## config.mk

```make
export PLATFORM = sky130hd
export DESIGN_NAME = mem_stage
export DESIGN_NICKNAME = d
export VERILOG_FILES = /design/src/rtl/rv32i_types.sv /design/src/rtl/mem_load_align.sv /design/src/rtl/mem_stage.sv
export SDC_FILE = /design/constraint.sdc
export NUM_CORES = 1
export LEC_CHECK = 0
export CAP_MARGIN = 20
export CORE_MARGIN = 2
export CORE_UTILIZATION = 33
export CTS_CLUSTER_DIAMETER = 50
export DETAILED_ROUTE_END_ITERATION = 12
export GPL_ROUTABILITY_DRIVEN = 0
export GPL_TIMING_DRIVEN = 0
export PLACE_DENSITY_LB_ADDON = 0.12
export SKIP_CTS_REPAIR_TIMING = 1
export SYNTH_ARGS = -nofsm -noshare
export SYNTH_HDL_FRONTEND = slang
export SYNTH_SLANG_ARGS = --single-unit
```

## constraint.sdc

```tcl
create_clock -name clk -period 2 [get_ports clk]
set_input_delay 0.3 -clock clk [delete_from_list [all_inputs] [get_ports clk]]
set_output_delay 0.3 -clock clk [all_outputs]
set_load 0.01 [all_outputs]
```

## src/rtl/rv32i_types.sv

```systemverilog
// Shared RV32I encodings and the memory-stage state type.
// Imported by the memory stage and its load formatter.
package rv32i_types;

  localparam int XLEN = 32;

  typedef enum logic [2:0] {
    lb  = 3'b000,
    lh  = 3'b001,
    lw  = 3'b010,
    lbu = 3'b100,
    lhu = 3'b101
  } load_funct3_t;

  typedef enum logic [2:0] {
    sb = 3'b000,
    sh = 3'b001,
    sw = 3'b010
  } store_funct3_t;

  typedef enum logic [1:0] {
    IDLE = 2'd0,
    BUSY = 2'd1,
    HOLD = 2'd2
  } mem_state_t;

endpackage

```

## src/rtl/mem_load_align.sv

```systemverilog
// Load formatter: picks the byte/half lane and extends it.
// Undefined width codes pass the word through unchanged.
module mem_load_align
  import rv32i_types::*;
(
  input  logic [31:0] rdata,
  input  logic [1:0]  off,
  input  logic [2:0]  funct3,
  output logic [31:0] result
);

  logic [7:0]  byte_sel;
  logic [15:0] half_sel;

  assign byte_sel = rdata[{off, 3'b000} +: 8];
  assign half_sel = off[1] ? rdata[31:16] : rdata[15:0];

  // Extend the selected lane according to the load width.
  always_comb begin
    result = rdata;
    case (funct3)
      lb:      result = {{24{byte_sel[7]}}, byte_sel};
      lh:      result = {{16{half_sel[15]}}, half_sel};
      lbu:     result = {24'd0, byte_sel};
      lhu:     result = {16'd0, half_sel};
      default: result = rdata;
    endcase
  end

endmodule

```

## src/rtl/mem_stage.sv

```systemverilog
// Memory-access stage: one request per live load/store,
// held until dmem_resp, with a hold slot for frozen downstream.
module mem_stage
  import rv32i_types::*;
#(
  parameter int XLEN = 32
) (
  input  logic        clk,
  input  logic        rst,
  input  logic        ex_valid,
  input  logic        ex_mem_read,
  input  logic        ex_mem_write,
  input  logic [2:0]  ex_funct3,
  input  logic [31:0] ex_addr,
  input  logic [31:0] ex_store_data,
  input  logic        advance,
  output logic [31:0] dmem_address,
  output logic        dmem_read,
  output logic        dmem_write,
  output logic [3:0]  dmem_mbe,
  output logic [31:0] dmem_wdata,
  input  logic [31:0] dmem_rdata,
  input  logic        dmem_resp,
  output logic [31:0] load_data,
  output logic        mem_stall,
  output logic        misaligned
);

  mem_state_t  state;
  logic [31:0] hold_data;
  logic [31:0] aligned;
  logic [1:0]  w;
  logic [1:0]  off;
  logic        is_mem;
  logic        is_rd;
  logic        is_wr;
  logic        mis_c;
  logic        access;
  logic        req;
  logic [31:0] fmt;

  assign w      = ex_funct3[1:0];
  assign off    = ex_addr[1:0];
  assign is_mem = ex_valid & (ex_mem_read | ex_mem_write);
  // Read wins when both flags are set.
  assign is_rd  = ex_mem_read;
  assign is_wr  = ex_mem_write & ~ex_mem_read;

  // Byte accesses are always aligned; halves need even, words need 4.
  always_comb begin
    mis_c = 1'b0;
    unique case (1'b1)
      (w == 2'b00): mis_c = 1'b0;
      (w == 2'b01): mis_c = off[0];
      default:      mis_c = (off != 2'b00);
    endcase
  end

  assign misaligned = rst & is_mem & mis_c & (state == IDLE);
  assign access     = is_mem & ~mis_c;
  assign req = rst & ((state == IDLE & access) | (state == BUSY));

  mem_load_align u_align (
    .rdata  (dmem_rdata),
    .off    (off),
    .funct3 (ex_funct3),
    .result (aligned)
  );

  assign fmt = is_rd ? aligned : 32'd0;

  assign dmem_address = {ex_addr[31:2], 2'b00};
  assign dmem_read    = req & is_rd;
  assign dmem_write   = req & is_wr;
  assign mem_stall    = req & ~dmem_resp;

  // Byte enables and lane-replicated store data.
  always_comb begin
    dmem_mbe   = 4'b0000;
    dmem_wdata = ex_store_data;
    if (req) begin
      dmem_mbe = 4'b1111;
      if (is_wr) begin
        unique case (1'b1)
          (w == 2'b00): begin
            dmem_mbe   = 4'b0001 << off;
            dmem_wdata = {4{ex_store_data[7:0]}};
          end
          (w == 2'b01): begin
            dmem_mbe   = 4'b0011 << off;
            dmem_wdata = {2{ex_store_data[15:0]}};
          end
          default: begin
            dmem_mbe   = 4'b1111;
            dmem_wdata = ex_store_data;
          end
        endcase
      end
    end
  end

  // Response cycle forwards formatted data; HOLD replays it.
  always_comb begin
    load_data = 32'd0;
    if (rst) begin
      if (state == HOLD)
        load_data = hold_data;
      else if (req & dmem_resp)
        load_data = fmt;
    end
  end

  // Request FSM and hold register.
  always_ff @(posedge clk) begin
    if (!rst) begin
      state     <= IDLE;
      hold_data <= 32'd0;
    end else begin
      unique case (state)
        IDLE: begin
          if (access & ~dmem_resp) begin
            state <= BUSY;
          end else if (access & ~advance) begin
            state     <= HOLD;
            hold_data <= fmt;
          end
        end
        BUSY: begin
          if (dmem_resp & advance) begin
            state <= IDLE;
          end else if (dmem_resp) begin
            state     <= HOLD;
            hold_data <= fmt;
          end
        end
        HOLD: begin
          if (advance) state <= IDLE;
        end
        default: state <= IDLE;
      endcase
    end
  end

  // Conflicting load/store flags are a decode bug upstream.
  always_ff @(posedge clk) begin
    assert (!(rst && ex_valid && ex_mem_read && ex_mem_write))
      else $error("mem_stage: read and write both set");
  end

endmodule

```

==> metrics, run 1 <==
global-route wire length before repair 17600 um; starting density of the core 33.6%; Worst-Skew Late Latency 0.30 ns; global route total overflow 0; CP Launch Type flop; P_int 1.44 mW; Die Y 101 um; Slew @ Worst Pin 0.636 ns; Clock Skew 0.00176 ns; top cell type by total area after synthesis dfxtp_1; final std cells w/o fill 760; R2R Path Start state[0]$_SDFFE_PN0P_; Inst Count DP 718; largest net degree at the start of global routing 12; Max clock buf depth 2; area grow syn2layout 82.1%; number of synthesized register bits 34; Syn Std Cell Area 3080 um2; Slew headroom 57.6%; CTS tree yes; Sink Count 34; critical path class flop to output pin; layout cells sized above 1 34.5%; crit path max fanout 5; die area 10100 um2; DR vias 4029; Vias/cell 5.30; commonest non-fill, non-tap cell in the layout clkdlybuf4s50_1; share of power burned in registers 32.7%; fin. max-slew vios 0; Min-Delay Path Class primary input to flop; period utilization 125%; crit path DAT 2.20 ns; Worst-path clk slew 0.07 ns; Layout Nets 754; Root Driver clkbuf_8; Main synth FF type dfxtp_1; violated checks setup timing; final hold vios 0; number of flops mapped to enable cells by yosys 0; core area 9150 um2; Pwr per Cell Area 377 nW/um2; post-synth top area share 22.1%; reg2reg setup slack 0.18 ns; Setup crit end kind output pin; WHS Endpoint state[0]$_SDFFE_PN0P_; f_max 400 MHz; Total GRT Usage 21.8%; top post-synthesis cells by area dfxtp_1, buf_4, nand2_1; DRC 0; worst vdd ir 0.231 mV; cells on worst reg2reg path 6; final WL 12700 um; leakage power 2.63 nW; final setup vio count 51; ant diodes 0; count of different cell masters after synthesis 43; Hold Crit Start dmem_resp; first-iteration detailed-routing DRC count 234; net switching power 672 uW; fin util 61.2%; fraction of registers with async set/reset 0%; reg2reg end hold_data[15]$_SDFFE_PN0P_; die extent in x 101 um; Antenna Nets Post-Route 0; hold path cells 2; io pins 210; clock share of power 26.4%; vias in the first global route 3564; fin worst setup slack -0.499 ns; sequential area share after synthesis 22.1%; most frequent cells in the layout clkdlybuf4s50_1, nand2_1, buf_4, buf_2, dfxtp_1; Inserted Clock Buffers 5; RSZ-0062 raised after global routing true; status finished with violations; Mean Syn Cell Area 7.11 um2; Net Sw Frac 31.8%; DP HPWL 9310 um; Synth warnings 0; CP required 1.70 ns; port bufs 173; Combinational Power Share 40.9%; # rows 35; H-tree depth 2; min Tclk post-route 2.50 ns; post-synthesis cell count 433; max-cap violations 0; Detailed Routing Iterations Pass 1 5; Avg WL per Cell 16.7 um; initial antenna violation count 0
==> area by class of cell <==
type | count | area [um2]
clock buffer | 6 | 82.6
tap | 111 | 139
multi-input combinational | 324 | 2230
clock inverter | 2 | 12.5
timing repair buffer | 209 | 1930
fill | 808 | 3550
inverter | 3 | 11.3
buffer | 71 | 514
sequential | 34 | 683
==> worst max-delay path: stages, from the launching register on <==
cell and delay (ns):
dfxtp_2 0.39, a31oi_4 0.07, or2_1 0.26, buf_6 0.13
nor4_4 0.27, buf_4 0.18, buf_6 0.10, buf_6 0.08
mux2_4 0.29, buf_6 0.12
==> state kept, by name, summed over array words and instances (netlist names) <==
| signal | count |
|---|---|
| hold_data | 32 |
| state | 2 |
==> routing by layer <==
| metal | global-route usage (%) | vias up | part of all wire (%) |
|---|---|---|---|
| li1 | - | 1915 | - |
| met1 | 26.2 | 1867 | 38 |
| met2 | 38.3 | 217 | 50 |
| met3 | 5.20 | 30 | 8.5 |
| met4 | 6.85 | 0 | 2.9 |
| met5 | 0 | - | 0 |
==> worst max-delay path by stage <==
stage | from | end | slack (ns) | cells after the start
final | state[0]$_SDFFE_PN0P_ | dmem_wdata[10] | -0.50 | 9
after global routing | ex_addr[1] | dmem_wdata[10] | -0.58 | 11
after CTS | ex_addr[0] | load_data[29] | -1.67 | 9
after detailed placement | ex_addr[0] | load_data[29] | -1.67 | 9
after global placement | ex_funct3[1] | load_data[9] | -1.64 | 8
after floorplan | ex_funct3[0] | dmem_wdata[10] | -0.12 | 7
==> cells by family after synthesis <==
family / share of synthesized area [%]
DFF: 22.1
buffers and inverters: 14.9
muxes: 11.5
other: 0.122
and+or+nand+nor: 27.0
AOI/OAI and AO/OA: 24.3
==> Yosys cell counts (2+ instances only) <==
| master | count |
|---|---|
| a2bb2oi_1 | 7 |
| nor3_2 | 2 |
| nor4b_1 | 2 |
| mux2i_1 | 13 |
| a211oi_1 | 4 |
| dfxtp_1 | 34 |
| clkbuf_1 | 23 |
| a221o_1 | 6 |
| nand2_1 | 84 |
| buf_4 | 42 |
| nor2b_1 | 17 |
| o21ai_0 | 39 |
| buf_2 | 6 |
| mux2_2 | 20 |
| nand2b_1 | 23 |
| nand3_1 | 12 |
| o22ai_1 | 32 |
| inv_1 | 3 |
| nor2_1 | 24 |
| a21oi_1 | 10 |
| a22oi_1 | 8 |
==> power by group through the flow <==
stage / registers (mW) / clock network, mW / logic [mW]
3_3_place_gp: 0.706 / 0 / 0.769
4_1_cts: 0.690 / 0.556 / 0.779
5_1_grt: 0.692 / 0.588 / 0.918
6_report: 0.691 / 0.557 / 0.865
3_5_place_dp: 0.706 / 0 / 0.774
2_1_floorplan: 0.705 / 0 / 0.377
==> per-stage QoR <==
stage               hold WS [ns]  cell area, um2  TNS (ns)  worst slack, ns  total power [mW]
global route               0.400            5600    -16.66           -0.582              2.20
global placement           0.457            4980    -89.37            -1.64              1.47
detailed placement         0.464            4980    -92.02            -1.67              1.48
CTS                        0.347            5080    -83.21            -1.67              2.03
finish                     0.382            5600    -12.92           -0.499              2.11
floorplan                  0.372            3110     -1.74           -0.125              1.08
Note: power is estimated with default switching activity, not from simulation.
==> inputs of run 2 (changes only) <==
Settings changed: CAP_MARGIN 20 to default, PLACE_DENSITY_LB_ADDON 0.12 to 0.08.
==> metrics, run 2 (synthesis gave the netlist of run 1 again) <==
Slew @ Worst Pin 0.628 ns; reg2reg end hold_data[23]$_SDFFE_PN0P_; leakage power 2.62 nW; slowest CP cell dfxtp_2; worst vdd ir 0.230 mV; CP dominant cell by count buf_6; initial antenna violation count 0; Max clock buf depth 2; Hold Crit Start dmem_resp; max-cap violations 0; area grow syn2layout 84.0%; layout cells sized above 1 34.6%; first-iteration detailed-routing DRC count 223; Worst-Skew Late Latency 0.29 ns; Die Y 101 um; violated checks setup timing; CP Launch Type flop; status finished with violations; commonest non-fill, non-tap cell in the layout clkdlybuf4s50_1; CTS tree yes; DP HPWL 9540 um; Min-Delay Path Class primary input to flop; reg2reg setup slack 0.17 ns; DR vias 4037; global-route wire length before repair 17800 um; Worst-path clk slew 0.08 ns; period utilization 126%; Setup crit end kind output pin; Fin Setup TNS -10.36 ns; global route total overflow 0; final setup vio count 44; max reg flops 32; largest reg by FF count hold_data; Vias/cell 5.30; Clock Skew 0.0103 ns; R2R Path Start state[0]$_SDFFE_PN0P_; largest net degree at the start of global routing 11; Pwr per Cell Area 391 nW/um2; WHS Endpoint state[0]$_SDFFE_PN0P_; Slew headroom 58.1%; Largest regs hold_data (32), state (2); starting density of the core 33.6%; core area 9150 um2; die extent in x 101 um; # rows 35; Antenna Nets Post-Route 0; crit path DAT 2.21 ns; port bufs 173; CP peak stage delay 0.34 ns; Avg WL per Cell 17.0 um; CP required 1.70 ns; cells on worst reg2reg path 6; Layout Nets 756; H-tree depth 2; RSZ-0062 raised after global routing true; power consumption 2.21 mW; ant diodes 0; final hold vios 0; Inserted Clock Buffers 5; io pins 210; Total GRT Usage 22.3%; Root Driver clkbuf_8; Detailed Routing Iterations Pass 1 5; CP cell instances nand2b_4, or2_1, buf_6, nor4_4, buf_6, buf_6, buf_6, mux2_4, buf_6; Sink Count 34; final WL 12900 um; hold path cells 2; fill count 826; Inst Count DP 718; fin worst setup slack -0.515 ns; die area 10100 um2; DRC 0; final std cells w/o fill 761; vias in the first global route 3677; f_max 398 MHz; min Tclk post-route 2.51 ns; crit path max fanout 5; most frequent cells in the layout clkdlybuf4s50_1, nand2_1, buf_4, buf_6, buf_2; fin. max-slew vios 0; critical path class flop to output pin
## run 2: cell count changes in the layout (fill, tap and decap cells not counted), sizes merged
cell           before  now
clkinv              1    0
clkdlybuf4s50      94   96
dlymetal6s2s       28   26
clkinvlp            1    0
bufinv              0    1
buf               132  134
## run 2: worst max path at each step
stage,startpoint,end,slack [ns]
3_3_place_gp,ex_funct3[1],load_data[10],-1.63
6_report,state[1]$_SDFFE_PN0P_,dmem_wdata[15],-0.51
2_1_floorplan,ex_funct3[0],dmem_wdata[10],-0.12
5_1_grt,state[1]$_SDFFE_PN0P_,dmem_wdata[15],-0.57
3_5_place_dp,ex_funct3[1],load_data[10],-1.65
4_1_cts,ex_funct3[1],load_data[10],-1.68
## run 2: through the flow
step	instance area (um2)	util, %	hold slack [ns]	setup WS (ns)
3_5_place_dp	4980	54.4	0.469	-1.65
5_1_grt	5660	61.9	0.394	-0.568
3_3_place_gp	4980	54.4	0.456	-1.63
4_1_cts	5090	55.7	0.388	-1.68
2_1_floorplan	3110	-	0.372	-0.125
6_report	5660	61.9	0.356	-0.515
## run 2: power breakdown
part / total, mW / internal [mW] / switching, mW / leakage (nW)
Combinational: 0.866 / 0.477 / 0.389 / 2.29
Clock: 0.659 / 0.399 / 0.260 / 0.0573
Sequential: 0.690 / 0.686 / 0.00435 / 0.276
## run 2: metal layers
layer  wire (um)  global-route usage, %  up-vias
li1            -                      -     1912
met1        4760                   24.7     1869
met2        6540                   40.7      230
met3        1210                   6.17       26
met4         395                   7.80        0
met5           0                      0        -
## run 2: cell type report
class | count | area, um2 | share of cell area [%]
repair buffers | 211 | 1980 | 35.0
clock inverters | 1 | 30.0 | 0.530
flip-flops and latches | 34 | 686 | 12.1
multi-input cells | 324 | 2210 | 39.0
clock buffers | 6 | 82.6 | 1.46
well taps | 111 | 139 | 2.45
inverters | 3 | 11.3 | 0.199
plain buffers | 71 | 524 | 9.26
## run 2: critical path, delay by kind of cell, from the launching register on
family                 cells  cell delay, ns
multiplexers               1            0.29
AND/OR/NAND/NOR            3            0.68
buffers and inverters      5            0.60
flip-flops                 1            0.34
==> inputs of run 3 (changes only) <==
Settings changed: RECOVER_POWER from default to 50.
==> results of run 3 <==
No change in the layout: final DEF, timing and power equal those of run 2.
